$ cat src/rtl/exec_seq_pkg.sv
// rtl/exec_seq_pkg.sv - shared opcode, state, op-class and control-word types for exec_sequencer
// Purpose : common definitions imported by exec_op_decode and exec_sequencer.
// Ports   : none (package).
package exec_seq_pkg;

   // 5-bit opcodes, matching the ALU encoding
   localparam logic [4:0] OP_LD   = 5'b00000;
   localparam logic [4:0] OP_LDI  = 5'b00001;
   localparam logic [4:0] OP_ST   = 5'b00010;
   localparam logic [4:0] OP_ADD  = 5'b00011;
   localparam logic [4:0] OP_SUB  = 5'b00100;
   localparam logic [4:0] OP_AND  = 5'b00101;
   localparam logic [4:0] OP_OR   = 5'b00110;
   localparam logic [4:0] OP_SHR  = 5'b00111;
   localparam logic [4:0] OP_SHRA = 5'b01000;
   localparam logic [4:0] OP_SHL  = 5'b01001;
   localparam logic [4:0] OP_ROR  = 5'b01010;
   localparam logic [4:0] OP_ROL  = 5'b01011;
   localparam logic [4:0] OP_ADDI = 5'b01100;
   localparam logic [4:0] OP_ANDI = 5'b01101;
   localparam logic [4:0] OP_ORI  = 5'b01110;
   localparam logic [4:0] OP_MUL  = 5'b01111;
   localparam logic [4:0] OP_DIV  = 5'b10000;
   localparam logic [4:0] OP_NEG  = 5'b10001;
   localparam logic [4:0] OP_NOT  = 5'b10010;
   localparam logic [4:0] OP_BR   = 5'b10011;
   localparam logic [4:0] OP_JR   = 5'b10100;
   localparam logic [4:0] OP_JAL  = 5'b10101;
   localparam logic [4:0] OP_IN   = 5'b10110;
   localparam logic [4:0] OP_OUT  = 5'b10111;
   localparam logic [4:0] OP_MFHI = 5'b11000;
   localparam logic [4:0] OP_MFLO = 5'b11001;
   localparam logic [4:0] OP_NOP  = 5'b11010;
   localparam logic [4:0] OP_HALT = 5'b11011;

   typedef enum logic [2:0] {
      S_IDLE, S_RA, S_OP, S_WAIT, S_WB_LO, S_WB_HI, S_DONE
   } state_t;

   typedef enum logic [2:0] {
      BIN, IMM, UNARY, MULDIV, ILLEGAL
   } op_class_t;

   // Registered control word; every field is a Moore decode of the next state.
   typedef struct packed {
      logic       busy;
      logic       done;
      logic       illegal;
      logic       ra_out;
      logic       rb_out;
      logic       c_out;
      logic       y_in;
      logic       z_in;
      logic       zlow_out;
      logic       zhigh_out;
      logic       r_in;
      logic       lo_in;
      logic       hi_in;
      logic [4:0] alu_opcode;
   } ctrl_t;

endpackage

$ cat src/rtl/exec_sequencer_if.sv
// rtl/exec_sequencer_if.sv - start/opcode request and datapath control strobe bundle
// Purpose : groups the request handshake and all control outputs of exec_sequencer.
// Signals : start, opcode_in (request); busy, done, illegal, alu_opcode, bus gates
//           RAout/RBout/Cout/Zlowout/Zhighout, register loads Yin/Zin/Rin/LOin/HIin,
//           perf_ops (completed-op count).
// Modports: slave  - the sequencer (drives control, receives request)
//           master - the requester/observer (drives request, receives control)
interface exec_sequencer_if;
   logic        start;
   logic [4:0]  opcode_in;
   logic        busy;
   logic        done;
   logic        illegal;
   logic [4:0]  alu_opcode;
   logic        RAout;
   logic        RBout;
   logic        Cout;
   logic        Yin;
   logic        Zin;
   logic        Zlowout;
   logic        Zhighout;
   logic        Rin;
   logic        LOin;
   logic        HIin;
   logic [31:0] perf_ops;

   modport slave (
      input  start, opcode_in,
      output busy, done, illegal, alu_opcode,
      output RAout, RBout, Cout, Yin, Zin, Zlowout, Zhighout, Rin, LOin, HIin,
      output perf_ops
   );

   modport master (
      output start, opcode_in,
      input  busy, done, illegal, alu_opcode,
      input  RAout, RBout, Cout, Yin, Zin, Zlowout, Zhighout, Rin, LOin, HIin,
      input  perf_ops
   );
endinterface

$ cat src/rtl/exec_op_decode.sv
// rtl/exec_op_decode.sv - combinational opcode to op-class mapping
// Purpose : classifies a 5-bit opcode into BIN/IMM/UNARY/MULDIV/ILLEGAL.
// Ports   : opcode (in, 5) - opcode to classify
//           op_class (out)  - resulting class
module exec_op_decode
   import exec_seq_pkg::*;
(
   input  logic [4:0] opcode,
   output op_class_t  op_class
);

   always_comb begin
      op_class = ILLEGAL;
      case (opcode)
         OP_ADD, OP_SUB, OP_AND, OP_OR, OP_SHR,
         OP_SHRA, OP_SHL, OP_ROR, OP_ROL:       op_class = BIN;
         OP_ADDI, OP_ANDI, OP_ORI:              op_class = IMM;
         OP_NEG, OP_NOT:                        op_class = UNARY;
         OP_MUL, OP_DIV:                        op_class = MULDIV;
         default:                               op_class = ILLEGAL;
      endcase
   end

endmodule

$ cat src/rtl/exec_sequencer.sv
// rtl/exec_sequencer.sv - multi-cycle execute-phase controller for the ALU and Y/Z registers
// Purpose : accepts one ALU-class op per start, sequences operand transfers, ALU op,
//           Z load and write-back (Rd, or LO/HI for mul/div), then pulses done.
// Ports   : clk - rising-edge clock
//           clr - asynchronous active-low reset
//           bus - exec_sequencer_if.slave (request in, registered control strobes out)
// Params  : MULDIV_LAT - extra S_WAIT hold cycles for mul/div (0..15)
//           CNT_W      - wait counter width, 2**CNT_W > MULDIV_LAT
// Config  : EXEC_SEQ_PERF_CNT_EN - when defined, perf_ops counts legal completed ops;
//           otherwise perf_ops is constant zero.
module exec_sequencer
   import exec_seq_pkg::*;
#(
   parameter int MULDIV_LAT = 2,
   parameter int CNT_W      = 4
) (
   input  logic               clk,
   input  logic               clr,
   exec_sequencer_if.slave    bus
);

   localparam bit               HAS_WAIT  = (MULDIV_LAT > 0);
   localparam logic [CNT_W-1:0] WAIT_INIT = CNT_W'(HAS_WAIT ? MULDIV_LAT - 1 : 0);

   state_t           state_q, state_d;
   logic [4:0]       op_q, op_d;
   logic [CNT_W-1:0] cnt_q, cnt_d;
   ctrl_t            ctrl_q, ctrl_d;
   op_class_t        cls_d;
   logic             accept;
   logic             src_phase;

   // The opcode is captured only on an accepted start, so later opcode_in changes are inert.
   assign accept = (state_q == S_IDLE) && bus.start;
   assign op_d   = accept ? bus.opcode_in : op_q;

   exec_op_decode u_decode (
      .opcode   (op_d),
      .op_class (cls_d)
   );

   always_comb begin
      state_d = state_q;
      cnt_d   = cnt_q;
      case (state_q)
         S_IDLE: begin
            if (bus.start) begin
               case (cls_d)
                  BIN, IMM, MULDIV: state_d = S_RA;
                  UNARY:            state_d = S_OP;
                  default:          state_d = S_DONE;
               endcase
            end
         end
         S_RA:    state_d = S_OP;
         S_OP: begin
            if (cls_d == MULDIV && HAS_WAIT) begin
               state_d = S_WAIT;
               cnt_d   = WAIT_INIT;
            end else begin
               state_d = S_WB_LO;
            end
         end
         S_WAIT: begin
            if (cnt_q == '0) state_d = S_WB_LO;
            else             cnt_d   = cnt_q - CNT_W'(1);
         end
         S_WB_LO: state_d = (cls_d == MULDIV) ? S_WB_HI : S_DONE;
         S_WB_HI: state_d = S_DONE;
         S_DONE:  state_d = S_IDLE;
         default: state_d = S_IDLE;
      endcase
   end

   // Outputs are decoded from the next state so the registered strobes line up with state_q.
   always_comb begin
      ctrl_d    = '0;
      src_phase = (state_d == S_OP) || (state_d == S_WAIT);

      ctrl_d.busy       = (state_d != S_IDLE);
      ctrl_d.done       = (state_d == S_DONE);
      ctrl_d.illegal    = (state_d == S_DONE) && (cls_d == ILLEGAL);
      ctrl_d.ra_out     = (state_d == S_RA);
      ctrl_d.y_in       = (state_d == S_RA);
      // Operand source stays asserted through S_WAIT so the ALU inputs are stable.
      ctrl_d.rb_out     = src_phase && (cls_d != IMM);
      ctrl_d.c_out      = src_phase && (cls_d == IMM);
      // Mul/div with latency loads Z at the end of S_WAIT instead of in S_OP.
      ctrl_d.z_in       = ((state_d == S_OP) && !(cls_d == MULDIV && HAS_WAIT)) ||
                          ((state_d == S_WAIT) && (cnt_d == '0));
      ctrl_d.zlow_out   = (state_d == S_WB_LO);
      ctrl_d.r_in       = (state_d == S_WB_LO) && (cls_d != MULDIV);
      ctrl_d.lo_in      = (state_d == S_WB_LO) && (cls_d == MULDIV);
      ctrl_d.zhigh_out  = (state_d == S_WB_HI);
      ctrl_d.hi_in      = (state_d == S_WB_HI);
      ctrl_d.alu_opcode = (state_d == S_IDLE) ? 5'd0 : op_d;
   end

   always_ff @(posedge clk or negedge clr) begin
      if (!clr) begin
         state_q <= S_IDLE;
         op_q    <= '0;
         cnt_q   <= '0;
         ctrl_q  <= '0;
      end else begin
         state_q <= state_d;
         op_q    <= op_d;
         cnt_q   <= cnt_d;
         ctrl_q  <= ctrl_d;
      end
   end

   assign bus.busy       = ctrl_q.busy;
   assign bus.done       = ctrl_q.done;
   assign bus.illegal    = ctrl_q.illegal;
   assign bus.alu_opcode = ctrl_q.alu_opcode;
   assign bus.RAout      = ctrl_q.ra_out;
   assign bus.RBout      = ctrl_q.rb_out;
   assign bus.Cout       = ctrl_q.c_out;
   assign bus.Yin        = ctrl_q.y_in;
   assign bus.Zin        = ctrl_q.z_in;
   assign bus.Zlowout    = ctrl_q.zlow_out;
   assign bus.Zhighout   = ctrl_q.zhigh_out;
   assign bus.Rin        = ctrl_q.r_in;
   assign bus.LOin       = ctrl_q.lo_in;
   assign bus.HIin       = ctrl_q.hi_in;

`ifdef EXEC_SEQ_PERF_CNT_EN
   logic [31:0] perf_q, perf_d;

   // Counts while leaving S_DONE, so the new total is visible the cycle after done.
   assign perf_d = (ctrl_q.done && !ctrl_q.illegal) ? perf_q + 32'd1 : perf_q;

   always_ff @(posedge clk or negedge clr) begin
      if (!clr) perf_q <= '0;
      else      perf_q <= perf_d;
   end

   assign bus.perf_ops = perf_q;
`else
   assign bus.perf_ops = 32'd0;
`endif

endmodule
$ cat src/flat_wrapper.sv
// flat-port wrapper written by rule: the top's interface ports become plain ports
module exec_sequencer_flat import exec_seq_pkg::*;
#(
   parameter int MULDIV_LAT = 2,
   parameter int CNT_W      = 4
)
  (clk, clr, bus_start, bus_opcode_in, bus_busy, bus_done, bus_illegal, bus_alu_opcode, bus_RAout, bus_RBout, bus_Cout, bus_Yin, bus_Zin, bus_Zlowout, bus_Zhighout, bus_Rin, bus_LOin, bus_HIin, bus_perf_ops);
  exec_sequencer_if bus_i ();
  input  logic clk;
  input  logic clr;
  input wire logic [$bits(bus_i.start)-1:0] bus_start;
  input wire logic [$bits(bus_i.opcode_in)-1:0] bus_opcode_in;
  output wire logic [$bits(bus_i.busy)-1:0] bus_busy;
  output wire logic [$bits(bus_i.done)-1:0] bus_done;
  output wire logic [$bits(bus_i.illegal)-1:0] bus_illegal;
  output wire logic [$bits(bus_i.alu_opcode)-1:0] bus_alu_opcode;
  output wire logic [$bits(bus_i.RAout)-1:0] bus_RAout;
  output wire logic [$bits(bus_i.RBout)-1:0] bus_RBout;
  output wire logic [$bits(bus_i.Cout)-1:0] bus_Cout;
  output wire logic [$bits(bus_i.Yin)-1:0] bus_Yin;
  output wire logic [$bits(bus_i.Zin)-1:0] bus_Zin;
  output wire logic [$bits(bus_i.Zlowout)-1:0] bus_Zlowout;
  output wire logic [$bits(bus_i.Zhighout)-1:0] bus_Zhighout;
  output wire logic [$bits(bus_i.Rin)-1:0] bus_Rin;
  output wire logic [$bits(bus_i.LOin)-1:0] bus_LOin;
  output wire logic [$bits(bus_i.HIin)-1:0] bus_HIin;
  output wire logic [$bits(bus_i.perf_ops)-1:0] bus_perf_ops;
  assign bus_i.start = bus_start;
  assign bus_i.opcode_in = bus_opcode_in;
  assign bus_busy = bus_i.busy;
  assign bus_done = bus_i.done;
  assign bus_illegal = bus_i.illegal;
  assign bus_alu_opcode = bus_i.alu_opcode;
  assign bus_RAout = bus_i.RAout;
  assign bus_RBout = bus_i.RBout;
  assign bus_Cout = bus_i.Cout;
  assign bus_Yin = bus_i.Yin;
  assign bus_Zin = bus_i.Zin;
  assign bus_Zlowout = bus_i.Zlowout;
  assign bus_Zhighout = bus_i.Zhighout;
  assign bus_Rin = bus_i.Rin;
  assign bus_LOin = bus_i.LOin;
  assign bus_HIin = bus_i.HIin;
  assign bus_perf_ops = bus_i.perf_ops;
  exec_sequencer #(.MULDIV_LAT(MULDIV_LAT), .CNT_W(CNT_W)) u_core (.clk(clk), .clr(clr), .bus(bus_i));
endmodule
$ cat config.mk
export PLATFORM = sky130hd
export DESIGN_NAME = exec_sequencer_flat
export DESIGN_NICKNAME = d
export VERILOG_FILES = /design/src/rtl/exec_seq_pkg.sv /design/src/rtl/exec_sequencer_if.sv /design/src/rtl/exec_op_decode.sv /design/src/rtl/exec_sequencer.sv /design/src/flat_wrapper.sv
export SDC_FILE = /design/constraint.sdc
export NUM_CORES = 1
export LEC_CHECK = 0
export BUFFER_PORTS_ARGS = -buffer_cell sky130_fd_sc_hd__buf_2
export CAP_MARGIN = 10
export CORE_AREA = 2 2 55 78
export CTS_BUF_LIST = sky130_fd_sc_hd__clkbuf_8
export DETAILED_ROUTE_END_ITERATION = 8
export DIE_AREA = 0 0 57 80
export HOLD_SLACK_MARGIN = 0.06
export PLACE_DENSITY = 0.71
export SKIP_LAST_GASP = 1
export SYNTH_ARGS = -nofsm -noshare
export SYNTH_HDL_FRONTEND = slang
export SYNTH_SLANG_ARGS = --single-unit
$ cat constraint.sdc
create_clock -name clk -period 3.1 [get_ports clk]
set_input_delay 0.31 -clock clk [delete_from_list [all_inputs] [get_ports clk]]
set_output_delay 0.31 -clock clk [all_outputs]
set_load 0.005 [all_outputs]
== Word level (Yosys, flattened, before mapping) ==
Memories as Yosys holds them, arrays and structs flattened.
Cells that the tools add are included.
Operators by class
  equal/unequal tests: 17
  add/sub/neg operators: 1
  mux-type cells: 11
  reduce and logical (&&, ||, !) cells: 18
Operators by type and width (count)
  $eq A3 B2 Y1 const B: 6
  $eq A3 B3 Y1 const B: 6
  $pmux W3 S6: 1
  $mux W5: 2
  $eq A3 B1 Y1 const B: 3
  $logic_not A3 Y1: 3
  $mux W3: 3
  $logic_and A1 B1 Y1: 8
  $logic_not A4 Y1: 2
  $mux W4: 2
  $pmux W4 S2: 1
  $pmux W3 S2: 1
  $sub A4 B1 Y4 const B: 1
  $ne A3 B1 Y1 const B: 1
  $ne A3 B2 Y1 const B: 1
  $reduce_bool A3 Y1: 1
  $reduce_or A3 Y1: 1
  $logic_or A1 B1 Y1: 2
  $mux W2: 1
  $logic_not A1 Y1: 1
Storage, ports and cells
  memories kept: 1
  word-level logic and storage cells: 63
  register bits: 28
  memory bits (read-only): 96
  output and inout port bits: 50
Memory list
  (name not given): words 32, bits a word 3, rd ports 1, clocked after Yosys merged registers in 0, write ports 0, RTL line exec_op_decode.sv:14  | case (opcode)

== Logic depth before layout (Yosys ltp) ==
Gate-level depths: netlist of the first run.
An unclocked memory read counts as a cell.
  word-level depth: 12
  gate-level depth with buffers: 8
  mapped depth without buffers: 8

== Cells and area by module ==
From an unflattened synthesis of the first run, not the netlist that was laid out.
Second synthesis, totals
  cell total of the unflattened synthesis: 150
  area total of the unflattened synthesis: 1601.5 um2
Modules (own cells, without submodules)
  exec_sequencer: times used 1, cells each 143, area an instance 1542.7 um2, seq. area each 700.7 um2
  exec_op_decode: times used 1, cells each 7, area an instance 58.8 um2, seq. area each 0.0 um2

== Worst setup path before layout of the first run ==
No wires, ideal clock.
  path type: register -> register
  from: register u_core.op_q[2]
  to: register u_core.ctrl_q (netlist bit u_core.bus.Zin)
  slack: 0.922 ns
  path buffers: 0
  data required time: 3.008 ns
  setup time: 0.092 ns
  stages on the path, launching flop included: 7
  clock period less this slack: 2.178 ns
  arrival time: 2.086 ns
  cells stage by stage: dfrtp_1 -> or4b_4 -> o22ai_4 -> o21ai_2 -> a21o_1 -> or4b_1 -> o31ai_2
RTL lines
  start: declaration: RTL line exec_sequencer.sv:26  | logic [4:0] op_q, op_d;
  start signal: assignment: RTL line exec_sequencer.sv:107  | op_q <= op_d;
  end signal: assignment: RTL line exec_sequencer.sv:109  | ctrl_q <= ctrl_d;
  end: declaration: RTL line exec_sequencer.sv:28  | ctrl_t ctrl_q, ctrl_d;

==> results of run 1 <==
## kinds of logic after synthesis
logic type,after synthesis,synth area share
adder cells (fa/ha/maj),1,0.007401
XOR/XNOR,2,0.01036
other,1,0.002218
AO/OA/AOI/OAI,30,0.1466
multiplexers,8,0.05107
AND/OR/NAND/NOR,47,0.1695
buffers and inverters,46,0.1984
flip-flops,28,0.4145
## stage by stage
step	hold WS (ps)	util	setup slack (ps)	power, mW	cells
after floorplan	14.41	-	922.4	1.301	194
after global placement	348.3	0.4383	738.8	1.448	224
after detailed placement	355.1	0.4383	726.6	1.461	224
after CTS	339.7	0.4594	700.9	1.755	229
after global routing	360.3	0.4594	576.2	1.885	229
final	335.4	0.4594	709.8	1.744	229
## metal layers
layer  wire, um  vias to the layer above  share of wire
met5          0                        -              0
met4         61                        0          0.021
met3        174                        5          0.061
met2       1486                       47           0.52
met1       1121                      546           0.39
li1           -                      552              -
## power by group through the flow
stage               clock [mW]  combinational, mW  sequential, mW
floorplan                    0              0.687           0.615
global placement             0              0.799           0.649
detailed placement           0              0.812           0.649
CTS                      0.294              0.819           0.642
global route             0.309              0.908           0.668
finish                   0.289              0.812           0.644
## worst paths after layout
path | to | slack, ps | depth (start not counted)
hold reg to reg | u_core.cnt_q[1]$_DFF_PN0_ | 560 | 1
setup / recovery | u_core.bus.Zin$_DFF_PN0_ | 710 | 6
setup reg to reg | u_core.bus.Zin$_DFF_PN0_ | 710 | 6
max in group asynchronous | u_core.cnt_q[2]$_DFF_PN0_ | 2120 | 2
min in group asynchronous | u_core.bus.alu_opcode[1]$_DFF_PN0_ | 570 | 2
hold / removal | u_core.op_q[1]$_DFF_PN0_ | 340 | 2
## synth_stat cells (3+ instances only)
library cell,instances
nor2_1,7
o41a_1,4
nand4_1,4
inv_1,6
mux2_2,5
buf_4,34
and2_1,3
nor3_1,3
nand2b_1,3
mux2i_1,3
nand2_1,8
dfrtp_1,28
a21oi_1,7
nand3_1,3
## sequential cells by signal, summed over array words and instances (netlist names)
| register | cells |
|---|---|
| u_core.bus.Cout | 1 |
| u_core.bus.LOin | 1 |
| u_core.bus.RAout | 1 |
| u_core.bus.RBout | 1 |
| u_core.bus.Rin | 1 |
| u_core.bus.Zhighout | 1 |
| u_core.bus.Zin | 1 |
| u_core.bus.Zlowout | 1 |
| u_core.bus.alu_opcode | 5 |
| u_core.bus.busy | 1 |
| u_core.bus.done | 1 |
| u_core.bus.illegal | 1 |
| u_core.cnt_q | 4 |
| u_core.op_q | 5 |
| u_core.state_q | 3 |
## worst max-delay path: stages (launching register included)
cell and delay, ps:
dfrtp_1 430, or4b_4 560, o22ai_4 270, a22oi_1 140
o211ai_2 200, or4b_1 520, o31ai_2 190
## final cells by class
cell class	instances	area [um2]
fill	378	2082
multi-input combinational	120	770.7
sequential	28	700.7
timing repair buffer	28	150.1
tap	43	53.80
clock buffer	3	41.29
clock inverter	1	30.03
inverter	6	22.52
## repair_timing
action                                 in CTS  in global routing
hold buffers                                1                  0
setup buffers                               0                  0
endpoints found under the hold margin      28                  0
==> flow_summary.toml, run 1 <==
[clock_network]
cts_sinks = 28
cts-root-buf = "clkbuf_8"
cts_htree_levels = 1
cts_max_path_buffers = 2
cts_tree = "built"
clk_pin_slew_worst_paths_ps = 100
numCtsBuffers = 3
clock_latency_ps = 280
cts_resized = 0

[worst_setup_path]
setup.worst_path.start_class = "flip-flop"
critical_path_arrival_ps = 2580
endpoint_kind = "flip-flop"
path_max_fanout = 9
rr_startpoint = "u_core.op_q[2]$_DFF_PN0_"
worst-setup-path-type = "reg -> reg"
worstPathRequired_ps = 3290
crit_start = "u_core.op_q[2]$_DFF_PN0_"

[timing]
period_needed_ps = 2390
fin_setup_tns_ps = 0
finClkSkew_ps = 5.604
fmax_mhz = 418.4
rsz0062_at_grt = "false"
fin_crit_sh = 0.7710
tightest_slew_ps = 609.0
hold_viol = 0
max_slew_margin = 0.5940
final_max_slew_viol_count = 0
finalSetupViolCount = 0

[pwr]
power.leakage_nw = 0.8739
powerDensity_mw_per_mm2 = 985.8
clkPwrFrac = 0.166
intPower_mw = 1.066
seq_power_share = 0.369
comb_power_share = 0.465
p_sw_uw = 678.5
vdd_drop_max_v = 0.0004421
switching_share = 0.3891

[placed_design]
placed_area_mm2 = 0.001688
place_hpwl_um = 2114
port_buffers = 25
place_congestion = 0.8370

[detailed_routing]
drt_first_iter_violations = 27
routed_via_density = 5.022
num_vias = 1150
drt-pass1-iter-count = 4
drc_errors = 0
ant_nets = 0
routed_wl_um = 2843
avgRoutedWirePerCell_um = 12.41

[logic_synthesis]
syn_area_mm2 = 0.001690
synth_top_area_frac = 0.4145
synth.area.top_cells = "dfrtp_1 41%, buf_4 15%, mux2_2 3.3%"
async_reset_ff_frac = 1.000
synth_area_leader_cell = "dfrtp_1"
syn_inst = 163
synth_cell_type_count = 49
synth_edf_count = 0
ys_seq_elements = 28
yosys_warnings = 0
avgSynthCellArea_um2 = 10.37
synthFlopType = "dfrtp_1"
ys_seq_area_frac = 0.4145

[grt]
antenna_found_initial = 0
grt_use_total = 0.1360
overflow = 0
grt_pass1_vias = 1070
grt.met3_usage = 0.01783
grt.met1_usage = 0.1638
grt_pass1_wl_um = 4857
grt_max_degree = 29
grt_use_met2 = 0.2356
gr-max-usage-layer = "met2"

[die]
core_area_mm2 = 0.003851
die_area_mm2 = 0.004560
rows = 27
ios = 58
die_w_um = 57
fp.dieH_um = 80
start_util = 0.4389

[worst_hold_path]
worstHoldStart = "bus_opcode_in[1]"
hold_class = "in -> reg"

[layout]
final_nets = 196
syn_to_final_growth_pct = 4.663
diodes = 0
final_cell_mix = "32 x conb_1, 28 x dfrtp_1, 25 x buf_2"
layout_commonest_cell = "conb_1"
drive_above_1_share = 0.2634
final_cell_area_mm2 = 0.001769

[run]
drv_cap = 0

[status]
status = "finished clean"
Note: power is estimated with default switching activity, not from simulation.
==> run 2: changes to the inputs <==
--- a/config.mk
+++ b/config.mk
@@ -12,7 +12,7 @@
 export DETAILED_ROUTE_END_ITERATION = 8
 export DIE_AREA = 0 0 57 80
 export HOLD_SLACK_MARGIN = 0.06
-export PLACE_DENSITY = 0.71
+export PLACE_DENSITY = 0.74
 export SKIP_LAST_GASP = 1
 export SYNTH_ARGS = -nofsm -noshare
 export SYNTH_HDL_FRONTEND = slang
==> constraint.sdc (replaced) <==
create_clock -name clk -period 2 [get_ports clk]
set_input_delay 0.2 -clock clk [delete_from_list [all_inputs] [get_ports clk]]
set_output_delay 0.2 -clock clk [all_outputs]
set_load 0.005 [all_outputs]
==> run 2 against run 1 <==
Core utilization grew 7.8 points. Setup slack got worse by 900 ps. Maximum frequency grew 9.2%. Clock power is 21% higher. Critical path depth stayed put. Sequential power grew 45%. Highest routed layer unchanged. Critical path type unchanged. Register-to-register slack worse by 900 ps. First-iteration DRC count grew 30%. Non-clock buffer count is 34 higher. The flow now finishes with violations (setup timing). Via count rose by 15%. Sequential share of layout area is 5.8 points lower.
==> flow_summary.toml, run 2 (synthesized netlist as in run 1, its figures left out) <==
[die]
rows = 27
ios = 58
die_w_um = 57
core_area_mm2 = 0.003851
fp.dieH_um = 80
die_area_mm2 = 0.004560
start_util = 0.4389

[placed_design]
place_hpwl_um = 2431
place_congestion = 0.8345
place_ws_ps = -145.2
placed_area_mm2 = 0.001891
port_buffers = 25

[timing]
hold_viol = 0
fmax_mhz = 457.0
tightest_slew_ps = 607.1
final_max_slew_viol_count = 0
fin_crit_sh = 1.094
rsz0062_at_grt = "true"
setup_ws_ps = -188.0
finClkSkew_ps = 4.385
finalSetupViolCount = 11
max_slew_margin = 0.5953
period_needed_ps = 2188

[status]
violations = "setup timing"
status = "finished, violations left"

[clock_network]
cts_tree = "built"
clk_pin_slew_worst_paths_ps = 90
cts_htree_levels = 1
cts-root-buf = "clkbuf_8"
cts_max_path_buffers = 2
cts_sinks = 28
numCtsBuffers = 3
clock_latency_ps = 280

[pwr]
powerDensity_mw_per_mm2 = 1548
vdd_drop_max_v = 0.0008940
power.leakage_nw = 1.043

[worst_setup_path]
endpoint_kind = "flip-flop"
cp_slowest_cell = "or4b_4"
worstPathRequired_ps = 2200
worst-setup-path-type = "reg -> reg"
setup.worst_path.start_class = "flip-flop"
critical_path_arrival_ps = 2390
path_max_fanout = 3
worst_path_most_repeated_cell = "or4b_4"
cpPeakStageDelay_ps = 550
cp_cell_sequence = "or4b_4, o22ai_4, o21ai_2, a21o_1, or4b_4, o31ai_4"

[grt]
antenna_found_initial = 0
grt_pass1_wl_um = 5423
grt_pass1_vias = 1247
grt_use_total = 0.1520
grt_max_degree = 29
overflow = 0

[layout]
layout_commonest_cell = "buf_4"
final_cell_mix = "35 x buf_4, 32 x conb_1, 28 x dfrtp_1"
diodes = 0
syn_to_final_growth_pct = 22.50
drive_above_1_share = 0.4118
final_core_util = 0.5377
final_cell_area_mm2 = 0.002071
final_nets = 231

[detailed_routing]
drc_errors = 0
routed_wl_um = 3394
drt-pass1-iter-count = 4
routed_via_density = 5.011
drt_first_iter_violations = 35
num_vias = 1323
ant_nets = 0
avgRoutedWirePerCell_um = 12.86

[run]
drv_cap = 0

[worst_hold_path]
hold_class = "in -> reg"
-- run 2: cell count changes in the layout (fill, tap and decap cells not counted), sizes merged --
cell | before | now
buf | 27 | 61
clkbuf | 3 | 4
o211ai | 1 | 2
bufinv | 1 | 0
-- run 2: layout make-up --
cell class                      instances  area (um2)
Clock buffer                            4       55.05
Fill cell                             357        1780
Inverter                                6       22.52
Multi-Input combinational cell        121       829.5
Sequential cell                        28       700.7
Tap cell                               43       53.80
Timing Repair Buffer                   62       409.1
-- run 2: repair_timing --
| action | in CTS | in global routing |
|---|---|---|
| hold buffers | 1 | 0 |
| gates cloned | 1 | 0 |
| buffers inserted | 3 | 4 |
| pin swaps | 6 | 4 |
| gates resized for setup | 8 | 5 |
| setup endpoints to repair | 8 | 11 |
| endpoints found under the hold margin | 28 | 0 |
-- run 2: report_power, final --
part	switching (mW)	internal, mW
combinational	0.930	0.991
sequential	0.142	0.792
clock	0.173	0.177
-- run 2: final timing paths --
| check | depth (start not counted) | startpoint | slack, ps | end |
|---|---|---|---|---|
| max in group asynchronous | 2 | clr | 1150 | u_core.bus.Cout$_DFF_PN0_ |
| hold / removal | 2 | bus_opcode_in[1] | 240 | u_core.op_q[1]$_DFF_PN0_ |
| hold reg to reg | 1 | u_core.state_q[0]$_DFF_PN0_ | 620 | u_core.bus.done$_DFF_PN0_ |
| setup / recovery | 6 | u_core.op_q[2]$_DFF_PN0_ | -190 | u_core.bus.Zin$_DFF_PN0_ |
| setup reg to reg | 6 | u_core.op_q[2]$_DFF_PN0_ | -190 | u_core.bus.Zin$_DFF_PN0_ |
| min in group asynchronous | 2 | clr | 460 | u_core.state_q[1]$_DFF_PN0_ |
-- run 2: metrics by stage --
stage | power [mW] | cells | hold slack, ps | setup TNS [ps]
4_1_cts | 3.059 | 260 | 241.7 | -346.0
3_3_place_gp | 2.528 | 251 | 239.5 | -381.4
2_1_floorplan | 2.019 | 194 | -95.59 | -177.6
6_report | 3.205 | 264 | 238.4 | -909.7
5_1_grt | 3.439 | 264 | 255.8 | -1903
3_5_place_dp | 2.556 | 251 | 248.8 | -843.5
-- run 2: worst max-delay path, delay by kind of cell (launching register included) --
family,cells,cell delay (ps)
flops,1,380
simple gates,2,1080
compound gates,4,640
-- run 2: layer usage --
| layer | global-route usage | part of all wire |
|---|---|---|
| met1 | 0.1662 | 0.38 |
| met2 | 0.2851 | 0.55 |
| met3 | 0.01135 | 0.046 |
| met4 | 0.07907 | 0.029 |
| met5 | 0 | 0 |
